==> config.mk <==
export PLATFORM = sky130hd
export DESIGN_NAME = sw_debounce
export DESIGN_NICKNAME = d
export VERILOG_FILES = /design/src/rtl/breathing_pkg.sv /design/src/rtl/sync_2ff.sv /design/src/rtl/sw_debounce.sv
export SDC_FILE = /design/constraint.sdc
export NUM_CORES = 1
export LEC_CHECK = 0
export CAP_MARGIN = 40
export CORE_ASPECT_RATIO = 0.75
export CORE_UTILIZATION = 48
export CTS_CLUSTER_SIZE = 20
export DETAILED_ROUTE_END_ITERATION = 8
export MAX_ROUTING_LAYER = met4
export PLACE_DENSITY_LB_ADDON = 0.15
export SYNTH_ARGS = -nofsm -noshare
export SYNTH_HDL_FRONTEND = slang
export SYNTH_SLANG_ARGS = --single-unit
==> constraint.sdc <==
create_clock -name clk -period 1.9 [get_ports clk]
set_input_delay 0.285 -clock clk [delete_from_list [all_inputs] [get_ports clk]]
set_output_delay 0.285 -clock clk [all_outputs]
set_load 0.03 [all_outputs]
==> src/rtl/breathing_pkg.sv <==
// rtl/breathing_pkg.sv - shared widths, defaults and FSM encoding for the switch debouncer
//
// Contents:
//   SW_W                 width of the slide-switch vector
//   DEBOUNCE_CYCLES_DEF  default qualification length in clock cycles
//   IDLE / WAIT          debouncer state encoding
//   cnt_width()          counter width able to hold 0..cycles-1

package breathing_pkg;

    localparam int SW_W                = 4;
    localparam int DEBOUNCE_CYCLES_DEF = 1000000;

    localparam logic [0:0] IDLE = 1'b0;
    localparam logic [0:0] WAIT = 1'b1;

    // The counter only ever has to reach cycles-1, so $clog2(cycles) bits are
    // enough; clamp to one bit so tiny settings still give a legal vector.
    function automatic int cnt_width(input int cycles);
        return (cycles <= 2) ? 1 : $clog2(cycles);
    endfunction

endpackage

==> src/rtl/sync_2ff.sv <==
// rtl/sync_2ff.sv - two-flop synchronizer for a vector of asynchronous levels
//
// Parameters:
//   WIDTH      number of bits synchronized
//   RESET_VAL  value both stages take while rst is low
// Ports:
//   clk  in   sampling clock
//   rst  in   asynchronous active-low reset
//   d    in   asynchronous input levels
//   q    out  synchronized levels (second stage)

module sync_2ff #(
    parameter int               WIDTH     = 1,
    parameter logic [WIDTH-1:0] RESET_VAL = '0
) (
    input  logic             clk,
    input  logic             rst,
    input  logic [WIDTH-1:0] d,
    output logic [WIDTH-1:0] q
);

    logic [WIDTH-1:0] s1;

    always_ff @(posedge clk or negedge rst) begin
        if (!rst) begin
            s1 <= RESET_VAL;
            q  <= RESET_VAL;
        end else begin
            s1 <= d;
            q  <= s1;
        end
    end

endmodule

==> src/rtl/sw_debounce.sv <==
// rtl/sw_debounce.sv - debounces a 4-bit slide-switch vector as one unit
//
// Parameters:
//   DEBOUNCE_CYCLES  consecutive identical synchronized samples needed to accept a value
//   RESET_VAL        value presented on sw_db during and after reset
// Ports:
//   clk     in   system clock, rising-edge
//   rst     in   asynchronous active-low reset
//   sw      in   raw asynchronous switch levels
//   sw_db   out  debounced switch value
//   sw_chg  out  one-cycle strobe after sw_db takes a new value
//   busy    out  high while a candidate value is being qualified
// Build option:
//   SW_DEBOUNCE_CHG_EN  when defined sw_chg is generated; otherwise it is tied low

module sw_debounce
    import breathing_pkg::*;
#(
    parameter int              DEBOUNCE_CYCLES = DEBOUNCE_CYCLES_DEF,
    parameter logic [SW_W-1:0] RESET_VAL       = 4'b0000
) (
    input  logic            clk,
    input  logic            rst,
    input  logic [SW_W-1:0] sw,
    output logic [SW_W-1:0] sw_db,
    output logic            sw_chg,
    output logic            busy
);

    localparam int               CNT_W    = cnt_width(DEBOUNCE_CYCLES);
    localparam logic [CNT_W-1:0] CNT_LAST = CNT_W'(DEBOUNCE_CYCLES - 1);
    localparam logic [CNT_W-1:0] CNT_ONE  = CNT_W'(1);

    logic [SW_W-1:0]  s2;
    logic [0:0]       state;
    logic [SW_W-1:0]  cand;
    logic [CNT_W-1:0] cnt;

    sync_2ff #(
        .WIDTH     (SW_W),
        .RESET_VAL (RESET_VAL)
    ) u_sync (
        .clk (clk),
        .rst (rst),
        .d   (sw),
        .q   (s2)
    );

    // cnt counts samples of cand already seen, so the sample arriving with
    // cnt == CNT_LAST is the DEBOUNCE_CYCLES-th and cnt never passes CNT_LAST.
    always_ff @(posedge clk or negedge rst) begin
        if (!rst) begin
            state <= IDLE;
            cand  <= RESET_VAL;
            cnt   <= '0;
            sw_db <= RESET_VAL;
        end else begin
            case (state)
                IDLE: begin
                    if (s2 != sw_db) begin
                        cand  <= s2;
                        cnt   <= CNT_ONE;
                        state <= WAIT;
                    end else begin
                        cnt <= '0;
                    end
                end
                default: begin
                    if (s2 == cand) begin
                        if (cnt == CNT_LAST) begin
                            sw_db <= cand;
                            cnt   <= '0;
                            state <= IDLE;
                        end else begin
                            cnt <= cnt + CNT_ONE;
                        end
                    end else if (s2 == sw_db) begin
                        // Bounced back to the accepted value: drop the candidate.
                        cnt   <= '0;
                        state <= IDLE;
                    end else begin
                        // A different bit pattern restarts qualification.
                        cand <= s2;
                        cnt  <= CNT_ONE;
                    end
                end
            endcase
        end
    end

    assign busy = (state == WAIT);

`ifdef SW_DEBOUNCE_CHG_EN
    logic accept;
    assign accept = (state == WAIT) && (s2 == cand) && (cnt == CNT_LAST);

    // Registered alongside sw_db so the strobe lines up with the new value.
    always_ff @(posedge clk or negedge rst) begin
        if (!rst) begin
            sw_chg <= 1'b0;
        end else begin
            sw_chg <= accept;
        end
    end
`else
    assign sw_chg = 1'b0;
`endif

endmodule

# After elaboration in Yosys (flattened, before gate mapping)
# Index checks and enable logic that the tools add are counted.
dict set report word_totals {
  ff_bits 37
  input_bits 6
  output_inout_bits 6
  wordCells 30
}
dict set report classes {
  add_sub_neg 1
  eq_ne 6
  n_mux 14
  reduce_logical 3
}
# cell count
set ops {}
lappend ops {{$mux W20} 3}
lappend ops {{$add A20 B1 Y20 const B} 1}
lappend ops {{$eq A20 B20 Y1 const B} 1}
lappend ops {{$mux W4} 4}
lappend ops {{$eq A4 B4 Y1} 2}
lappend ops {{$mux W1} 7}
lappend ops {{$reduce_and A3 Y1} 2}
lappend ops {{$ne A2 B2 Y1 const B} 2}
lappend ops {{$ne A4 B4 Y1} 1}
lappend ops {{$reduce_bool A2 Y1} 1}

# Depth between registers and ports, before layout
# Gate-level depths: netlist (run 1).
dict set report depth {
  depth_word 4
  depth_mapped 6
  mapped_depth_nobuf 5
}

# Modules after synthesis
# Synthesis (run 1) repeated with hierarchy kept, for this count alone.
dict set report hier_totals {
  hier_cells 145
  hier_area_um2 1619.1
}
# module instances cells_each area_each_um2 seq_area_each_um2
set modules_own_cells {}
lappend modules_own_cells {sw_debounce 1 137 1418.9 725.7}
lappend modules_own_cells {sync_2ff 1 8 200.2 200.2}

# Worst setup path before layout (run 1)
# No wires, ideal clock.
dict set report synth_path {
  path_kind {reg-to-reg}
  start {reg u_sync.q[1]}
  end {reg cand[0]}
  setup_time_ps 125
  t_arrival_ps 1508
  required_time_ps 1775
  setup_slack_ps 268
  path_stages_with_launch 6
  n_path_buf 0
  synth_period_minus_slack_ps 1632
  cell_sequence {dfrtp_1 -> xnor2_1 -> nand3_1 -> nor4_1 -> a41o_1 -> mux2_2}
}
dict set report synth_via {
  elab_chain_cells 3
  word_cells_on_any_way 7
  classes_between {eq/ne: 5; reduce/logical: 2}
}
# element line
set synth_rtl {}
lappend synth_rtl {{start, declared} sync_2ff.sv:19} ;# output logic [WIDTH-1:0] q
lappend synth_rtl {{start signal, assigned} sync_2ff.sv:27} ;# q <= RESET_VAL;
lappend synth_rtl {{start signal, assigned} sync_2ff.sv:30} ;# q <= s1;
lappend synth_rtl {{$eq A4 B4 Y1, or another cell as far along} sw_debounce.sv:77} ;# end else if (s2 == sw_db) begin
lappend synth_rtl {{$ne A2 B2 Y1 (no source line) / $reduce_bool A2 Y1 (equally long branches)} --}
lappend synth_rtl {{$reduce_and A3 Y1 (no source line) (*)} --}
lappend synth_rtl {{end signal, assigned} sw_debounce.sv:54} ;# cand <= RESET_VAL;
lappend synth_rtl {{end signal, assigned} sw_debounce.sv:61} ;# cand <= s2;
lappend synth_rtl {{end signal, assigned} sw_debounce.sv:83} ;# cand <= s2;
lappend synth_rtl {{end, declared} sw_debounce.sv:36} ;# logic [SW_W-1:0] cand;
# Mark *: on every way between the ends. The rest lies on a longest branch, timed or not.
# A chain may end at the register's enable or synchronous reset.

# Worst setup path in the final report (run 1)
dict set report layout_path {
  start {reg sw_db[0]}
  end {out sw_db[0]}
}
# element line
set layout_lines {}
lappend layout_lines {{start, declared} sw_debounce.sv:25} ;# output logic [SW_W-1:0] sw_db,
lappend layout_lines {{start signal, assigned} sw_debounce.sv:71} ;# sw_db <= cand;
# No word-level cell between the ends.

==> metrics.md, run 1 <==
| Metric | Value |
|---|---|
| Routed length per instance | 14.19 um |
| Maxcap violations | 0 |
| Hold crit path type | flop to flop |
| Detailed-router iteration count before antenna repair | 4 |
| Wire length on met1 | 1519 um |
| CP required | 1.62 ns |
| Summed instance area of the synthesized netlist | 1619 um2 |
| Std cell rows | 17 |
| Summed area of non-filler cells in the final layout | 1892 um2 |
| Result of the run | complete, no violations |
| # DRC | 0 |
| Number of clock buffers inserted by TritonCTS | 5 |
| Sum of net half-perimeters after detailed placement | 1985 um |
| Die height | 52.30 um |
| CTS hold repair buffers | 0 |
| Largest net degree at the start of global routing | 38 |
| Pwr Density | 819.5 nW/um2 |
| Routed via count divided by cell count | 5.270 |
| Startpoint-to-endpoint class of the critical path | flop to primary output |
| Iter 0 DRT Violations | 112 |
| Post-synth top cells | dfrtp_1, nor2_1, xor2_1, nand3_1, xnor2_1 |
| Routed wire length | 2837 um |
| Antenna Violating Nets Remaining | 0 |
| Ant. Diodes | 0 |
| Total leakage power | 0.8108 nW |
| Syn Nets | 152 |
| Number of antenna violations at the first check in global routing | 0 |
| Area of the core | 3063 um2 |
| Final count of pins violating max slew | 0 |
| Max frequency | 0.6014 GHz |
| Global-route usage over all layers | 19.26% |
| Combined buffer and inverter count along the critical path | 1 |
| Yosys warns | 0 |
| Synth top area cells | dfrtp_1, xor2_1, nor2_1 |
| # H-tree levels | 2 |
| Highest cell delay on the worst timing path | 0.70 ns |
| Hold Vio Cnt, Final | 0 |
| Cell count after synthesis | 145 |
| Final layout net count | 168 |
| Fraction of final layout cells with drive strength greater than 1 | 16.05% |
| CTS tree | built |
| Top cell type's share of synthesized area | 57.19% |
| Unrepaired setup endpoints after global routing | no |
| Reg clk slew, reported paths | 0.07 ns |
| Top Metal Used | met4 |
| Met2 routed WL | 1134 um |
| Total setup buffers inserted after CTS | 0 |
| Cell family with most CP delay | buffers and inverters |
| Synthesized flop and latch total | 37 |
| GRT Residual Overflow | 0 |
| Startpoint types | flop |
| Sum Neg Setup Slack | 0 ns |
| Highest-delay cell along the critical path | clkdlybuf4s50_1 |
| Synth async-reset ratio | 100.0% |
| Horizontal die dimension | 69.06 um |
| Worst voltage drop across the vdd grid | 576.2 uV |
| List of cells traversed by the critical path | clkdlybuf4s50_1 |
| Area after detailed placement | 1784 um2 |
| Endpoint type of the worst setup path | primary output |
| First-pass GRT wire length | 4912 um |
| Routed vias | 1054 |
| Largest area contributor in the synthesized netlist | dfrtp_1 |
| Max Clock Skew | 0.006934 ns |
| Area Growth Syn to Fin | 16.85% |
| Number of flops mapped to enable cells by yosys | 0 |
| Skew-Pair Late Insertion Delay | 0.29 ns |
| Avg Cell Area, Syn | 11.17 um2 |
| Count leader, synth | dfrtp_1 |
| PortBufs | 10 |
| Sequential element share of the synthesized area | 57.19% |
| Most used flip-flop cell after synthesis | dfrtp_1 |
| Gpl congestion | 0.8241 |
| Number of global-route vias before repair | 1001 |
| Crit share post-route | 87.51% |
| Root cell of the clock tree | clkbuf_8 |
| Critical path peak fanout | 3 |
| Critical Path AT | 1.38 ns |
| Final critical delay including setup and external delays | 1.663 ns |
| Post-CTS Resized | 0 |
| IO Pins | 12 |
| Endpoints failing setup | 0 |
| Starting utilization of the core area | 52.86% |
| Total power | 1.550 mW |
| Maximum count of clock buffers along a single path | 2 |
| Number of clock sinks | 37 |
| Count of cell types in the netlist | 31 |
| Area of the die | 3611 um2 |
| Amount of wire on met3 after detailed routing | 140 um |
## report_power, final
group / leakage, nW / total (mW) / internal, mW / switching (mW)
registers: 0.480 / 0.833 / 0.812 / 0.0213
logic: 0.276 / 0.119 / 0.0533 / 0.0661
clock network: 0.0542 / 0.598 / 0.327 / 0.270
total: 0.811 / 1.55 / 1.19 / 0.358
## metal layers
layer	global-route usage, %	vias to the layer above
met5	-	-
met4	8.163	0
met3	7.500	8
met2	24.60	14
met1	26.84	522
li1	-	510
## final timing paths
kind                                             start               endpoint  slack [ns]  depth (start not counted)
min in group asynchronous                          rst   sw_db[1]$_DFFE_PN0P_        0.41                          2
worst max register to register        cnt[3]$_DFF_PN0_      cnt[19]$_DFF_PN0_        0.26                          5
max in group asynchronous                          rst      cnt[18]$_DFF_PN0_        1.17                          2
worst min-delay path            u_sync.s1[1]$_DFF_PN0_  u_sync.q[1]$_DFF_PN0_        0.35                          0
worst min register to register  u_sync.s1[1]$_DFF_PN0_  u_sync.q[1]$_DFF_PN0_        0.35                          0
worst max-delay path              sw_db[0]$_DFFE_PN0P_               sw_db[0]        0.24                          1
## cell usage in the layout, fill, tap and decap left out, types with 3 or more instances in the layout
cell             netlist  routed
clkbuf_8               0       7
clkdlybuf4s50_1        0      10
xnor2_1                8       8
inv_1                  6       6
nand2_1                7       7
xor2_1                15      15
nand4_1                5       5
dfrtp_1               37      37
buf_4                  1       3
mux2_2                 6       6
nor2_1                21      21
nand3_1               10      10
## cell type report
cell class / instances / area, um2
multi-input combinational: 97 / 651.9
sequential: 37 / 925.9
fill: 258 / 1171
timing repair buffer: 14 / 142.6
clock buffer: 7 / 96.34
inverter: 6 / 22.52
tap: 38 / 47.55
clock inverter: 1 / 5.005
## flip-flops by register name (all words and copies together), names as in the netlist
name,count
busy,1
cnt,20
u_sync.q,4
sw_db,4
cand,4
u_sync.s1,4
## kinds of logic (layout without fill, tap and decap cells)
| family | after synthesis | count (layout) | synth area share, % |
|---|---|---|---|
| AOI/OAI and AO/OA | 4 | 4 | 1.700 |
| muxes | 8 | 8 | 5.409 |
| other | 1 | 1 | 0.2316 |
| xor gates and xnor gates | 23 | 23 | 12.44 |
| buffers and inverters | 11 | 28 | 2.937 |
| adders and majority gates | 1 | 1 | 0.7727 |
| DFF | 37 | 37 | 57.19 |
| and+or+nand+nor | 60 | 60 | 19.32 |
## through the flow
stage	utilization [%]	hold WS, ns	std cells	setup WS, ns
2_1_floorplan	-	-0.01059	145	0.2675
4_1_cts	61.56	0.3500	200	0.1654
6_report	61.76	0.3482	200	0.2373
3_5_place_dp	58.25	0.3347	192	0.1703
3_3_place_gp	58.25	0.3326	192	0.1839
5_1_grt	61.76	0.3539	200	0.05222
Note: power is estimated with default switching activity, not from simulation.
==> run 2: changes to the inputs <==
- ABC_AREA: default -> 1
- GPL_TIMING_DRIVEN: default -> 1
==> run 2 against run 1 <==
- sequential power is 0.7% higher
- via count rose by 31%
- register-to-register slack barely moved
- sequential share of layout area decreased by 5.4 points
- area after synthesis rose by 14%
==> metrics.md, run 2 <==
| Metric | Value |
|---|---|
| Result of the run | complete, no violations |
| Crit share post-route | 87.60% |
| Number of global-route vias before repair | 1206 |
| Area after detailed placement | 1989 um2 |
| Routed length per instance | 11.95 um |
| Count leader, synth | nand2_1 |
| PortBufs | 10 |
| Basic-gate share of the synthesized area counting and, or, nand and nor cells | 32.70% |
| Total leakage power | 0.9934 nW |
| Critical Path AT | 1.38 ns |
| Placed Instances | 282 |
| Hold Vio Cnt, Final | 0 |
| Ant. Diodes | 0 |
| Skew-Pair Late Insertion Delay | 0.29 ns |
| Post-synthesis share of cell area spent on xor and xnor gates | 7.614% |
| Avg Cell Area, Syn | 8.328 um2 |
| Startpoint types | flop |
| Highest-delay cell along the critical path | clkdlybuf4s50_1 |
| Starting utilization of the core area | 50.27% |
| Sum of net half-perimeters after detailed placement | 2506 um |
| Routed via count divided by cell count | 4.766 |
| Total setup buffers inserted after CTS | 0 |
| Post-CTS Resized | 0 |
| Cell family with most CP delay | buffers and inverters |
| CP required | 1.62 ns |
| Multiplexer share of the synthesized area | 0% |
| Highest cell delay on the worst timing path | 0.69 ns |
| Maxcap violations | 0 |
| Unrepaired setup endpoints after global routing | no |
| CTS tree | built |
| Largest family of logic cells by synthesized area | simple AND/OR/NAND/NOR gates |
| Largest area contributor in the synthesized netlist | dfrtp_1 |
| Area of the die | 4088 um2 |
| Routed wire length | 3466 um |
| Final setup slack of the worst path | 0.2355 ns |
| Horizontal die dimension | 73.50 um |
| Total power | 1.780 mW |
| Combined buffer and inverter count along the critical path | 1 |
| Global-route usage over all layers | 20.28% |
| IO Pins | 12 |
| Root cell of the clock tree | clkbuf_8 |
| Summed area of non-filler cells in the final layout | 2127 um2 |
| Final layout net count | 244 |
| Gpl congestion | 0.7953 |
| Die height | 55.63 um |
| # H-tree levels | 2 |
| Most common library cell in the layout ignoring fill and taps | nand2_1 |
| Top cell type's share of synthesized area | 50.31% |
| Count of cell types in the netlist | 25 |
| Final critical delay including setup and external delays | 1.664 ns |
| Worst voltage drop across the vdd grid | 652.6 uV |
| Synth async-reset ratio | 100.0% |
| Endpoint type of the worst setup path | primary output |
| Area Growth Syn to Fin | 15.57% |
| Util after Layout | 58.10% |
| Endpoints failing setup | 0 |
| Area of the core | 3661 um2 |
| Cell count after synthesis | 221 |
| Max Clock Skew | 0.002108 ns |
| Hold crit path type | input pin to async pin |
| Synth top area cells | dfrtp_1, nand2_1, nor2_1 |
| Synthesized-area fraction occupied by ao, oa, aoi and oai cells | 2.515% |
| Maximum count of clock buffers along a single path | 2 |
| Number of clock sinks | 37 |
| Post-synthesis share of cell area spent on full adders, half adders and majority gates | 0.6798% |
| Yosys warns | 0 |
| Number of flops mapped to enable cells by yosys | 0 |
| Fraction of final layout cells with drive strength greater than 1 | 9.244% |
| Most used cells in the layout excluding fill and tap cells | nand2_1, nor2_1, dfrtp_1 |
| Antenna Violating Nets Remaining | 0 |
| Non-filler cells, final | 290 |
| Sequential element share of the synthesized area | 50.31% |
| Post-synth top cells | nand2_1, nor2_1, dfrtp_1, inv_1, nand3_1 |
| Std cell rows | 19 |
| Critical path peak fanout | 3 |
| List of cells traversed by the critical path | clkdlybuf4s50_1 |
| Number of antenna violations at the first check in global routing | 0 |
| # DRC | 0 |
| Number of clock buffers inserted by TritonCTS | 5 |
| Pwr Density | 836.8 nW/um2 |
| Syn Nets | 228 |
| CTS hold repair buffers | 0 |
| GRT Residual Overflow | 0 |
| Flip-flop count of the largest register, all copies and words added | 20 |
| Sum Neg Setup Slack | 0 ns |
| Startpoint-to-endpoint class of the critical path | flop to primary output |
| Iter 0 DRT Violations | 83 |
| Final count of pins violating max slew | 0 |
| Largest net degree at the start of global routing | 38 |
| Most used flip-flop cell after synthesis | dfrtp_1 |
| Max frequency | 0.6008 GHz |
| Detailed-router iteration count before antenna repair | 4 |
| First-pass GRT wire length | 5982 um |
| Top reg by flops | cnt |
| Worst slack at placement | 0.3161 ns |
| Synthesized flop and latch total | 37 |
| Reg clk slew, reported paths | 0.08 ns |
| Routed vias | 1382 |
| Summed instance area of the synthesized netlist | 1841 um2 |
| Worst Hold Margin | 0.02871 ns |
==> run 2: cell count changes after synthesis, sizes merged, moves of 4 or more <==
cell,before,now
nand3,11,18
mux2,6,0
nor2,22,46
nand2,7,57
o21ai,1,5
inv,6,23
xnor2,8,3
==> run 2: final cells by class <==
class                      count  area [um2]
clock buffer                   5       68.82
timing repair buffer          11       102.6
tap                           52       65.06
multi-input combinational    158       804.5
sequential                    37       925.9
inverter                      24       91.34
fill                         337        1534
clock inverter                 3       68.82
==> run 2: worst paths after layout <==
| kind | startpoint | endpoint | slack (ns) | depth (start not counted) |
|---|---|---|---|---|
| setup / recovery | sw_db[2]$_DFFE_PN0P_ | sw_db[2] | 0.24 | 1 |
| hold / removal | rst | cnt[15]$_DFF_PN0_ | 0.03 | 2 |
| setup reg to reg | cnt[0]$_DFF_PN0_ | sw_db[0]$_DFFE_PN0P_ | 0.27 | 8 |
| hold reg to reg | u_sync.s1[3]$_DFF_PN0_ | u_sync.q[3]$_DFF_PN0_ | 0.35 | 0 |
| max in group asynchronous | rst | u_sync.s1[2]$_DFF_PN0_ | 1.56 | 2 |
| min in group clk | u_sync.s1[3]$_DFF_PN0_ | u_sync.q[3]$_DFF_PN0_ | 0.35 | 0 |
==> run 2: logic make-up after synthesis <==
| logic type | after synthesis |
|---|---|
| fa+ha+maj | 1 |
| flops | 37 |
| xor+xnor | 16 |
| buf+inv | 26 |
| compound gates | 9 |
| simple gates | 131 |
| other cells | 1 |
==> run 2: power by group <==
group | switching, mW | total [mW] | internal, mW
Clock | 0.294 | 0.823 | 0.528
Sequential | 0.0250 | 0.839 | 0.814
Combinational | 0.0775 | 0.118 | 0.0407
Total | 0.397 | 1.78 | 1.38
==> run 2: layer usage <==
layer	GRT usage (%)	routed length [um]
met1	31.29	1890
met2	26.34	1415
met3	4.891	128
met4	5.769	31
met5	-	0
==> run 3: changes to the inputs <==
- RECOVER_POWER: default -> 100
==> run 3 against run 2 <==
- critical path depth is the same
- flip-flop and latch count is the same
- hold slack gained 0.17 ns
- routed wire length grew 0.84%
- sequential power is essentially flat
- count of clock-buffer cells in the layout is the same
- clock skew grew 0.0017 ns
- critical path type unchanged
- critical endpoint unchanged
==> metrics.md, run 3 (synthesized netlist as in run 2, its figures left out) <==
| Metric | Value |
|---|---|
| Total setup buffers inserted after CTS | 0 |
| # H-tree levels | 2 |
| Worst voltage drop across the vdd grid | 655.3 uV |
| Combined buffer and inverter count along the critical path | 1 |
| Root cell of the clock tree | clkbuf_8 |
| Final critical delay including setup and external delays | 1.727 ns |
| Slew @ Worst Pin | 0.8888 ns |
| CTS tree | built |
| Std cell rows | 19 |
| CTS hold repair buffers | 0 |
| CP required | 1.62 ns |
| # DRC | 0 |
| Startpoint types | flop |
| Sum Neg Setup Slack | 0 ns |
| Routed wire length | 3495 um |
| Critical path peak fanout | 3 |
| Worst Hold Margin | 0.1962 ns |
| Total leakage power | 0.9732 nW |
| PortBufs | 10 |
| Post-CTS Resized | 0 |
| Highest cell delay on the worst timing path | 0.75 ns |
| List of cells traversed by the critical path | dlygate4sd3_1 |
| Gpl congestion | 0.7953 |
| Flip-flop count of the largest register, all copies and words added | 20 |
| Max Clock Skew | 0.003810 ns |
| Pwr Density | 843.8 nW/um2 |
| Skew-Pair Late Insertion Delay | 0.29 ns |
| Final layout net count | 244 |
| Ant. Diodes | 0 |
| Maximum count of clock buffers along a single path | 2 |
| Critical Path AT | 1.44 ns |
| Endpoints failing setup | 0 |
| Startpoint-to-endpoint class of the critical path | flop to primary output |
| Number of global-route vias before repair | 1206 |
| Fraction of final layout cells with drive strength greater than 1 | 7.563% |
| Logic depth of the worst register-to-register path | 7 |
| Area Growth Syn to Fin | 13.94% |
| Routed vias | 1385 |
| Worst slack at placement | 0.3161 ns |
| Sum of net half-perimeters after detailed placement | 2506 um |
| Worst rel slew slack | 40.75% |
| Number of clock sinks | 37 |
| Reg clk slew, reported paths | 0.08 ns |
| Cell family with most CP delay | buffers and inverters |
| Largest net degree at the start of global routing | 38 |
| Most used cells in the layout excluding fill and tap cells | nand2_1, nor2_1, dfrtp_1 |
| Area of the core | 3661 um2 |
| Global-route usage over all layers | 20.28% |
| IO Pins | 12 |
| Detailed-router iteration count before antenna repair | 4 |
| Hold crit path type | input pin to async pin |
| Unrepaired setup endpoints after global routing | no |
| Routed length per instance | 12.05 um |
| Number of clock buffers inserted by TritonCTS | 5 |
| Endpoint type of the worst setup path | primary output |
| Starting utilization of the core area | 50.27% |
| Routed via count divided by cell count | 4.776 |
| Final setup slack of the worst path | 0.1732 ns |
| Crit share post-route | 90.88% |
| Iter 0 DRT Violations | 89 |
| Total stage count of the critical path | 1 |
| Area of the die | 4088 um2 |
| Horizontal die dimension | 73.50 um |
| Die height | 55.63 um |
| Max frequency | 0.5791 GHz |
| Most common library cell in the layout ignoring fill and taps | nand2_1 |
| Antenna Violating Nets Remaining | 0 |
| Final count of pins violating max slew | 0 |
| Maxcap violations | 0 |
| Hold Vio Cnt, Final | 0 |
| First-pass GRT wire length | 5982 um |
| Result of the run | complete, no violations |
| Number of antenna violations at the first check in global routing | 0 |
| Util after Layout | 57.28% |
| Top reg by flops | cnt |
| Highest-delay cell along the critical path | dlygate4sd3_1 |
| GRT Residual Overflow | 0 |
-- run 3: path summary, 6_finish.rpt --
| kind | startpoint | endpoint | slack [ns] |
|---|---|---|---|
| max | sw_db[2]$_DFFE_PN0P_ | sw_db[2] | 0.17 |
| min in group clk | u_sync.s1[3]$_DFF_PN0_ | u_sync.q[3]$_DFF_PN0_ | 0.35 |
| min | rst | cnt[15]$_DFF_PN0_ | 0.20 |
| max in group asynchronous | rst | u_sync.s1[2]$_DFF_PN0_ | 1.16 |
| min reg2reg | u_sync.s1[3]$_DFF_PN0_ | u_sync.q[3]$_DFF_PN0_ | 0.35 |
| max reg2reg | cnt[0]$_DFF_PN0_ | busy$_DFF_PN0_ | 0.21 |
-- run 3: metal layers --
metal	part of all wire, %	up-vias	track usage [%]
li1	-	713	-
met1	54	640	31.29
met2	41	30	26.34
met3	4.3	2	4.891
met4	0.52	0	5.769
met5	0	-	-
-- run 3: area by class of cell --
cell class / instances / area (um2)
Clock inverter: 3 / 68.82
Fill cell: 344 / 1564
Timing Repair Buffer: 11 / 100.1
Multi-Input combinational cell: 158 / 777.0
Clock buffer: 5 / 68.82
Inverter: 24 / 91.34
Tap cell: 52 / 65.06
Sequential cell: 37 / 925.9
-- run 3: metrics by stage --
| stage | power, mW | area (um2) | std cells |
|---|---|---|---|
| 3_3_place_gp | 0.9725 | 1989 | 282 |
| 3_5_place_dp | 0.9745 | 1989 | 282 |
| 6_report | 1.769 | 2097 | 290 |
| 4_1_cts | 1.795 | 2127 | 290 |
| 2_1_floorplan | 0.9267 | 1841 | 221 |
| 5_1_grt | 1.841 | 2097 | 290 |
-- run 3: report_power, final --
group          total (mW)  internal [mW]  switching [mW]
clock               0.821          0.528           0.292
sequential          0.839          0.814          0.0246
combinational       0.110         0.0357          0.0742
